==> src/rtl/spi_master_comm.sv <==
// SPI master frame controller: CMD, ADDR[15:8], ADDR[7:0], DATA per frame, mode 0.
// Define SPI_MASTER_ERR_EN to abort a frame when the slave STA byte has bit 7 set.
`timescale 1ns/1ps
module spi_master_comm #(
  parameter int CLK_DIV = 4
) (
  input  logic        clk,
  input  logic        rst,
  input  logic        start,
  input  logic        wr,
  input  logic [7:0]  CMD_in,
  input  logic [15:0] ADDR_in,
  input  logic [7:0]  DATA_in,
  output logic [7:0]  STA_out,
  output logic [7:0]  DATA_out,
  output logic        busy,
  output logic        done,
  output logic        EoB,
  output logic        err,
  output logic        SCLK,
  output logic        SS,
  output logic        MOSI,
  input  logic        MISO
);

  if (CLK_DIV < 2) begin : g_bad_div
    $error("spi_master_comm: CLK_DIV must be >= 2");
  end

  localparam int DW = (CLK_DIV < 2) ? 1 : $clog2(CLK_DIV);
  localparam logic [DW-1:0] DIV_LAST = DW'(CLK_DIV - 1);

  typedef enum logic [1:0] {
    IDLE,
    SETUP,
    XFER,
    HOLD
  } state_t;

  state_t        state;
  logic [DW-1:0] div_cnt;
  logic          phase;
  logic [2:0]    bit_cnt;
  logic [1:0]    byte_cnt;
  logic [7:0]    tx_sr;
  logic [7:0]    rx_sr;
  logic          wr_q;
  logic [15:0]   addr_q;
  logic [7:0]    data_q;
  logic          miso_s1;
  logic          miso_s2;
  logic          half_end;
  logic          abort;
  logic [7:0]    nxt_byte;

  assign half_end = (div_cnt == DIV_LAST);

`ifdef SPI_MASTER_ERR_EN
  assign abort = (byte_cnt == 2'd0) && rx_sr[7];
`else
  assign abort = 1'b0;
  assign err   = 1'b0;
`endif

  always_comb begin
    nxt_byte = 8'h00;
    case (byte_cnt)
      2'd0:    nxt_byte = addr_q[15:8];
      2'd1:    nxt_byte = addr_q[7:0];
      2'd2:    nxt_byte = wr_q ? data_q : 8'h00;
      default: nxt_byte = 8'h00;
    endcase
  end

  always_ff @(posedge clk or negedge rst) begin
    if (!rst) begin
      miso_s1 <= 1'b0;
      miso_s2 <= 1'b0;
    end else begin
      miso_s1 <= MISO;
      miso_s2 <= miso_s1;
    end
  end

  always_ff @(posedge clk or negedge rst) begin
    if (!rst) begin
      state    <= IDLE;
      SS       <= 1'b1;
      SCLK     <= 1'b0;
      MOSI     <= 1'b0;
      busy     <= 1'b0;
      done     <= 1'b0;
      EoB      <= 1'b0;
      STA_out  <= 8'h00;
      DATA_out <= 8'h00;
      div_cnt  <= '0;
      phase    <= 1'b0;
      bit_cnt  <= 3'd0;
      byte_cnt <= 2'd0;
      tx_sr    <= 8'h00;
      rx_sr    <= 8'h00;
      wr_q     <= 1'b0;
      addr_q   <= 16'h0000;
      data_q   <= 8'h00;
`ifdef SPI_MASTER_ERR_EN
      err      <= 1'b0;
`endif
    end else begin
      done <= 1'b0;
      EoB  <= 1'b0;
      unique case (state)
        IDLE: begin
          SCLK <= 1'b0;
          if (start) begin
            wr_q    <= wr;
            addr_q  <= ADDR_in;
            data_q  <= DATA_in;
            tx_sr   <= CMD_in;
            MOSI    <= CMD_in[7];
            SS      <= 1'b0;
            busy    <= 1'b1;
            div_cnt <= '0;
            state   <= SETUP;
`ifdef SPI_MASTER_ERR_EN
            err     <= 1'b0;
`endif
          end
        end
        SETUP: begin
          if (half_end) begin
            div_cnt  <= '0;
            phase    <= 1'b0;
            bit_cnt  <= 3'd0;
            byte_cnt <= 2'd0;
            state    <= XFER;
          end else begin
            div_cnt <= div_cnt + 1'b1;
          end
        end
        XFER: begin
          if (!half_end) begin
            div_cnt <= div_cnt + 1'b1;
          end else begin
            div_cnt <= '0;
            if (!phase) begin
              SCLK  <= 1'b1;
              rx_sr <= {rx_sr[6:0], miso_s2};
              phase <= 1'b1;
            end else begin
              SCLK    <= 1'b0;
              phase   <= 1'b0;
              bit_cnt <= bit_cnt + 3'd1;
              if (bit_cnt == 3'd7) begin
                // byte boundary: publish rx byte, load next tx byte
                EoB <= 1'b1;
                if (byte_cnt == 2'd0) begin
                  STA_out <= rx_sr;
`ifdef SPI_MASTER_ERR_EN
                  err     <= rx_sr[7];
`endif
                end
                if (byte_cnt == 2'd3) begin
                  DATA_out <= rx_sr;
                end
                if (byte_cnt == 2'd3 || abort) begin
                  MOSI  <= 1'b0;
                  state <= HOLD;
                end else begin
                  tx_sr    <= nxt_byte;
                  MOSI     <= nxt_byte[7];
                  byte_cnt <= byte_cnt + 2'd1;
                end
              end else begin
                tx_sr <= {tx_sr[6:0], 1'b0};
                MOSI  <= tx_sr[6];
              end
            end
          end
        end
        HOLD: begin
          if (half_end) begin
            div_cnt <= '0;
            SS      <= 1'b1;
            busy    <= 1'b0;
            done    <= 1'b1;
            state   <= IDLE;
          end else begin
            div_cnt <= div_cnt + 1'b1;
          end
        end
        default: state <= IDLE;
      endcase
    end
  end

endmodule
==> config.mk <==
export PLATFORM = sky130hd
export DESIGN_NAME = spi_master_comm
export DESIGN_NICKNAME = d
export VERILOG_FILES = /design/src/rtl/spi_master_comm.sv
export SDC_FILE = /design/constraint.sdc
export NUM_CORES = 1
export LEC_CHECK = 0
export ABC_AREA = 1
export ABC_CLOCK_PERIOD_IN_PS = 2090
export CAP_MARGIN = 20
export CORE_UTILIZATION = 40
export DETAILED_ROUTE_END_ITERATION = 16
export GPL_TIMING_DRIVEN = 0
export PLACE_DENSITY_LB_ADDON = 0.3
export SLEW_MARGIN = 20
export SYNTH_ARGS = -nofsm -noshare
export SYNTH_HDL_FRONTEND = slang
export SYNTH_SLANG_ARGS = --single-unit
==> constraint.sdc <==
create_clock -name clk -period 2.09 [get_ports clk]
set_input_delay 0.418 -clock clk [delete_from_list [all_inputs] [get_ports clk]]
set_output_delay 0.418 -clock clk [all_outputs]
set_load 0.1 [all_outputs]
==> impl_results.rst, run 1 <==
.. list-table::
   :header-rows: 1

   * - Metric
     - Value
   * - Drt first pass iters
     - 4
   * - Aggregate global-route resource usage
     - 0.1819
   * - Synth unique cells
     - 29
   * - Min-delay src
     - miso_s1
   * - Number of instances in the synthesized netlist
     - 368
   * - Placement-stage worst setup slack
     - 37.33 ps
   * - PwrDens
     - 1238 nW/µm²
   * - P_sw
     - 2.098 mW
   * - Standard cell with the maximum stage delay on the critical path
     - dlygate4sd2_1
   * - Number of vias after detailed routing
     - 2647
   * - Worst Setup Path Type
     - flop to output port
   * - Sequential power share
     - 0.385
   * - Register bit total from synthesis
     - 74
   * - Clock skew after layout
     - 8.431 ps
   * - GRT overflow
     - 0
   * - Final Worst Setup Slack
     - 99.50 ps
   * - Fraction of power spent switching nets
     - 0.3821
   * - Nets
     - 488
   * - Htree depth
     - 3
   * - Type of the worst min-delay path
     - flop to flop
   * - Cts bufs inserted
     - 9
   * - Number of max-cap violations
     - 0
   * - Clock Tree Root
     - clkbuf_8
   * - Mean instance size in the synthesized netlist
     - 9.537 µm²
   * - Leakage power of the design
     - 2.186 nW
   * - Number of vias per cell
     - 4.821
   * - Hold Path Stages
     - 0
   * - GP Congestion
     - 0.7221
   * - Proportion of power drawn by the clock network
     - 0.210
   * - Area growth, synth to finish
     - 26.42%
   * - Detail Route Antenna Nets
     - 0
   * - Count of antenna diodes in the layout
     - 0
   * - Via count of the first global-routing pass
     - 2607
   * - Detailed placement HPWL
     - 5400 µm
   * - Count of pins on the block boundary
     - 60
   * - TritonCTS clock tree
     - done
   * - Setup repair after global routing missed its margin
     - no
   * - Post-DR wirelength/cell
     - 13.48 µm
   * - Final period demand of the worst path
     - 1991 ps
   * - Number of setup violations in the final report
     - 0
   * - Combinational share of power
     - 0.405
   * - Nets in the synthesized netlist
     - 417
   * - Die outline area
     - 9153 µm²
   * - Ratio of cells with drive above 1 in the final layout
     - 0.1847
   * - Die Span Y
     - 95.67 µm
   * - Peak Freq
     - 0.5024 GHz
   * - Global-route wire length before repair
     - 12470 µm
   * - Setup slack of the most critical reg-to-reg path
     - 360 ps
   * - Worst reg2reg endpoint
     - data_q[3]
   * - Status
     - finished, final reports clean
   * - Final worst-path cycle share
     - 0.9524
   * - Placed standard-cell area
     - 4247 µm²
   * - Combined buffer and inverter count along the critical path
     - 1
   * - Reg-to-Reg Start
     - state[0]
   * - Worst r2r path cells
     - 5
   * - Port bufs
     - 58
   * - Synth warn
     - 0
   * - Crit. End Element
     - output port
   * - Endpoint required time on the critical path
     - 1670 ps
   * - Iter 0 DRT Violations
     - 172
   * - Worst skew pair latency
     - 340 ps
   * - Total standard cell area after synthesis
     - 3510 µm²
   * - Number of cell rows
     - 33
   * - Critical Path, Cell by Cell
     - dlygate4sd2_1
   * - CP Launch Type
     - flop
   * - Final non-filler cell area
     - 4437 µm²
   * - Crit-path leading delay family
     - buffers and inverters
   * - Pin count of the biggest net entering global routing
     - 45
   * - Pin slew with the least headroom to its limit
     - 963.5 ps
   * - Data arrival, critical path
     - 1570 ps
   * - Fraction of the yosys area taken by sequential cells
     - 0.5280
   * - Number of sinks on the clock net
     - 74
   * - Final number of hold-violating endpoints
     - 0
   * - CTS Buffer Depth
     - 2
   * - Worst ir drop on vdd
     - 0.0004540 V
   * - Delay of the slowest cell on the worst path
     - 860 ps
   * - Internal power of the cells
     - 3.394 mW
   * - Core Footprint
     - 8341 µm²
   * - Number of antenna violations at the first check in global routing
     - 0
   * - Max-slew headroom at the worst pin
     - 0.3602
   * - Post-Route Utilization
     - 0.5320
   * - Register clock-pin slew on the reported worst setup and hold paths
     - 80 ps
   * - Die X
     - 95.67 µm
   * - Crit-path max FO
     - 2
   * - Detailed-route wire length
     - 7400 µm
   * - Number of slew-limit violations in the final report
     - 0
   * - DRC violations left
     - 0
   * - Startpoint of the most critical setup path
     - DATA_out[7]
   * - Initial Utilization
     - 0.4208
   * - Capture endpoint of the worst hold path
     - miso_s2
## synth_stat cells (all sizes together)
| cell type | instances | share of area |
|---|---|---|
| nand4 | 1 | 0.0018 |
| buf | 13 | 0.028 |
| dfrtp | 73 | 0.52 |
| conb | 1 | 0.0011 |
| mux2 | 25 | 0.080 |
| clkbuf | 1 | 0.0011 |
| dfstp | 1 | 0.0075 |
| nor2 | 38 | 0.050 |
| a21oi | 23 | 0.037 |
| ha | 12 | 0.043 |
| o21a | 1 | 0.0021 |
| nand3 | 22 | 0.039 |
| inv | 34 | 0.037 |
| nand2 | 95 | 0.11 |
| o21ai | 27 | 0.039 |
| o31ai | 1 | 0.0021 |
## sequential cells by signal, summed over array words and instances (netlist names), 2 cells and up
signal and count:
byte_cnt 2, tx_sr 7, DATA_out 8, bit_cnt 3, data_q 8, rx_sr 8, addr_q 16, STA_out 8
state 2, div_cnt 2
## worst reg2reg max path, delay by kind of cell (launching register included)
family / cells / cell delay, ps
flops: 1 / 400
mux: 1 / 370
simple gates: 1 / 190
buf+inv: 2 / 390
fa+ha+maj: 1 / 260
## metrics by stage
stage / power, mW / TNS, ps / cells / hold slack, ps
after floorplan: 3.835 / 0 / 368 / 122.4
after global placement: 4.307 / -144210 / 531 / 332.7
after detailed placement: 4.400 / 0 / 532 / 346.4
after CTS: 5.540 / 0 / 549 / 363.6
after global routing: 5.893 / 0 / 549 / 381.9
final: 5.492 / 0 / 549 / 368.8
## routing by layer
layer  routed length [µm]  GRT usage  vias to the layer above
li1                     -          -                     1326
met1                 3532     0.2503                     1264
met2                 3472     0.2786                       47
met3                  251    0.02871                       10
met4                  144    0.09080                        0
met5                    0          0                        -
## layout make-up
class	count	area, µm²
Fill cell	778	3904
Sequential cell	74	1853
Multi-Input combinational cell	246	1425
Timing Repair Buffer	60	590.6
Clock buffer	12	155.1
Tap cell	105	131.4
Inverter	34	130.1
Buffer	14	101.3
Clock inverter	4	50.05
## power groups by stage
| stage | logic (mW) | registers [mW] | clock network, mW |
|---|---|---|---|
| floorplan | 1.60 | 2.24 | 0 |
| global placement | 2.19 | 2.12 | 0 |
| detailed placement | 2.26 | 2.14 | 0 |
| CTS | 2.25 | 2.11 | 1.17 |
| global route | 2.49 | 2.17 | 1.23 |
| finish | 2.23 | 2.11 | 1.15 |
## cells in the final DEF, fill, tap and decap left out, types with 18 or more instances in the layout
cell             instances
nand2_1                 85
dfrtp_1                 73
nor2_1                  35
clkdlybuf4s50_1         35
inv_1                   30
mux2_2                  25
dlygate4sd2_1           21
o21ai_1                 19
a21oi_1                 19
nand3_1                 18
## cell families after synthesis
kind of cell    count (synthesis)  share of synthesized area
buf+inv                        48                    0.06595
mux                            25                    0.08021
simple gates                  156                     0.2021
fa+ha+maj                      12                    0.04278
compound gates                 52                    0.07986
other cells                     1                   0.001068
flops                          74                     0.5280
## what timing repair did
action | 4_1_cts | 5_1_grt
hold buffers | 1 | 0
endpoints found under the hold margin | 3 | 0
endpoints found under the setup margin | 22 | 0
gates resized for setup | 24 | 0
setup buffers | 0 | 0
## worst max path at each step
stage	endpoint	depth (start not counted)
global placement	data_q[5]	1
global route	STA_out[7]	1
floorplan	MOSI	11
CTS	STA_out[1]	1
finish	DATA_out[7]	1
detailed placement	SS	1
No activity file was read; power rests on OpenSTA's default activity.
==> inputs of run 2 (changes only) <==
Settings changed: GPL_TIMING_DRIVEN 0 to unset.
==> impl_results.rst, run 2 (synthesis results as in run 1) <==
.. list-table::
   :header-rows: 1

   * - Metric
     - Value
   * - Quantity of hold-fixing buffers added after cts
     - 0
   * - Via count of the first global-routing pass
     - 2490
   * - Worst r2r path cells
     - 10
   * - Reg-to-Reg Start
     - state[0]
   * - Ratio of cells with drive above 1 in the final layout
     - 0.2194
   * - Register with the highest flop count
     - addr_q
   * - Nets
     - 477
   * - PwrDens
     - 1279 nW/µm²
   * - Final number of hold-violating endpoints
     - 0
   * - Port bufs
     - 58
   * - Pin count of the biggest net entering global routing
     - 44
   * - Number of antenna violations at the first check in global routing
     - 0
   * - Placement-stage worst setup slack
     - 218.4 ps
   * - Endpoint required time on the critical path
     - 2320 ps
   * - Count of pins on the block boundary
     - 60
   * - Drt first pass iters
     - 4
   * - Number of setup buffers added after CTS
     - 0
   * - Final period demand of the worst path
     - 1843 ps
   * - Clock skew after layout
     - 3.994 ps
   * - CTS Buffer Depth
     - 2
   * - Clock Tree Root
     - clkbuf_8
   * - Die Span Y
     - 95.67 µm
   * - Number of setup violations in the final report
     - 0
   * - Initial Utilization
     - 0.4208
   * - Core Footprint
     - 8341 µm²
   * - Final Worst Setup Slack
     - 247.3 ps
   * - Detailed-route wire length
     - 6939 µm
   * - DRC violations left
     - 0
   * - Most frequent cells in the layout
     - nand2_1 (85), dfrtp_1 (73), nor2_1 (35), clkdlybuf4s50_1 (35), inv_1 (30)
   * - Worst reg2reg endpoint
     - tx_sr[1]
   * - Worst Setup Path Type
     - flop to flop
   * - Cts bufs inserted
     - 9
   * - Number of max-cap violations
     - 0
   * - GP Congestion
     - 0.7605
   * - Htree depth
     - 3
   * - Setup repair after global routing missed its margin
     - no
   * - Setup TNS Final
     - 0 ps
   * - Die X
     - 95.67 µm
   * - Status
     - finished, final reports clean
   * - Die outline area
     - 9153 µm²
   * - Worst ir drop on vdd
     - 0.0004884 V
   * - Iter 0 DRT Violations
     - 172
   * - Leakage power of the design
     - 2.117 nW
   * - Crit-path max FO
     - 15
   * - Setup slack of the most critical reg-to-reg path
     - 250 ps
   * - Crit. End Element
     - flop
   * - Number of vias per cell
     - 4.742
   * - Worst Hold Margin
     - 5.566 ps
   * - Number of cell rows
     - 33
   * - Post-cts gate resize count
     - 0
   * - Type of the worst min-delay path
     - input port to async pin
   * - GRT overflow
     - 0
   * - Most frequent standard cell in the layout excluding fill and tap cells
     - nand2_1
   * - Post-DR wirelength/cell
     - 12.90 µm
   * - Detailed placement HPWL
     - 4960 µm
   * - Area growth, synth to finish
     - 24.60%
   * - Worst skew pair latency
     - 340 ps
   * - CP Launch Type
     - flop
   * - Data arrival, critical path
     - 2070 ps
   * - Global-route wire length before repair
     - 11810 µm
   * - Endpoint of the worst setup timing path
     - tx_sr[1]
   * - Number of vias after detailed routing
     - 2551
   * - Startpoint of the most critical setup path
     - state[0]
   * - Detail Route Antenna Nets
     - 0
   * - Aggregate global-route resource usage
     - 0.1710
   * - Number of slew-limit violations in the final report
     - 0
   * - Count of antenna diodes in the layout
     - 0
   * - Max reg flops
     - 16
   * - Register clock-pin slew on the reported worst setup and hold paths
     - 80 ps
   * - Final worst-path cycle share
     - 0.8817
   * - Peak Freq
     - 0.5427 GHz
   * - TritonCTS clock tree
     - done
   * - Number of sinks on the clock net
     - 74
-- run 2: layout make-up --
cell class                 instances  area, µm²
clock inverter                     4      72.57
multi-input combinational        246       1425
tap                              105      131.4
timing repair buffer              63      595.6
sequential                        74       1853
clock buffer                      12      165.2
fill                             789       3968
inverter                          34      130.1
-- run 2: worst min-delay path by stage --
stage | startpoint | end | slack [ps] | cells past startpoint
2_1_floorplan | rst | DATA_out[0] | 120 | 0
3_3_place_gp | miso_s1 | miso_s2 | 330 | 0
3_5_place_dp | miso_s1 | miso_s2 | 340 | 0
4_1_cts | rst | STA_out[4] | 10 | 1
5_1_grt | rst | DATA_out[4] | 20 | 1
6_report | rst | STA_out[4] | 6 | 1
-- run 2: layer usage --
metal / up-vias / share of wire / GRT usage
met3: 4 / 0.027 / 0.03429
li1: 1303 / - / -
met2: 37 / 0.46 / 0.2679
met5: - / 0 / 0
met1: 1207 / 0.50 / 0.2362
met4: 0 / 0.0084 / 0.05970
-- run 2: critical path, cell delays in order, from the launching register on --
cell and delay [ps]:
dfrtp_1 420, inv_1 120, ha_1 180, buf_4 230, inv_4 120, nand2_4 90
nand2_4 60, nor2_8 250, nand3_1 120, nor2_1 100, nor2_1 50
-- run 2: power breakdown --
group	internal [mW]	switching, mW	leakage (nW)
combinational	0.879	1.30	1.06
sequential	1.87	0.246	0.934
clock	0.769	0.529	0.119
-- run 2: per-stage QoR --
stage               cells  instance area (µm²)  utilization  power, mW
floorplan             368                 3510            -      3.835
global placement      522                 4135       0.4958      4.266
detailed placement    522                 4135       0.4958      4.328
CTS                   538                 4373       0.5243      5.645
global route          538                 4373       0.5243      6.023
finish                538                 4373       0.5243      5.595
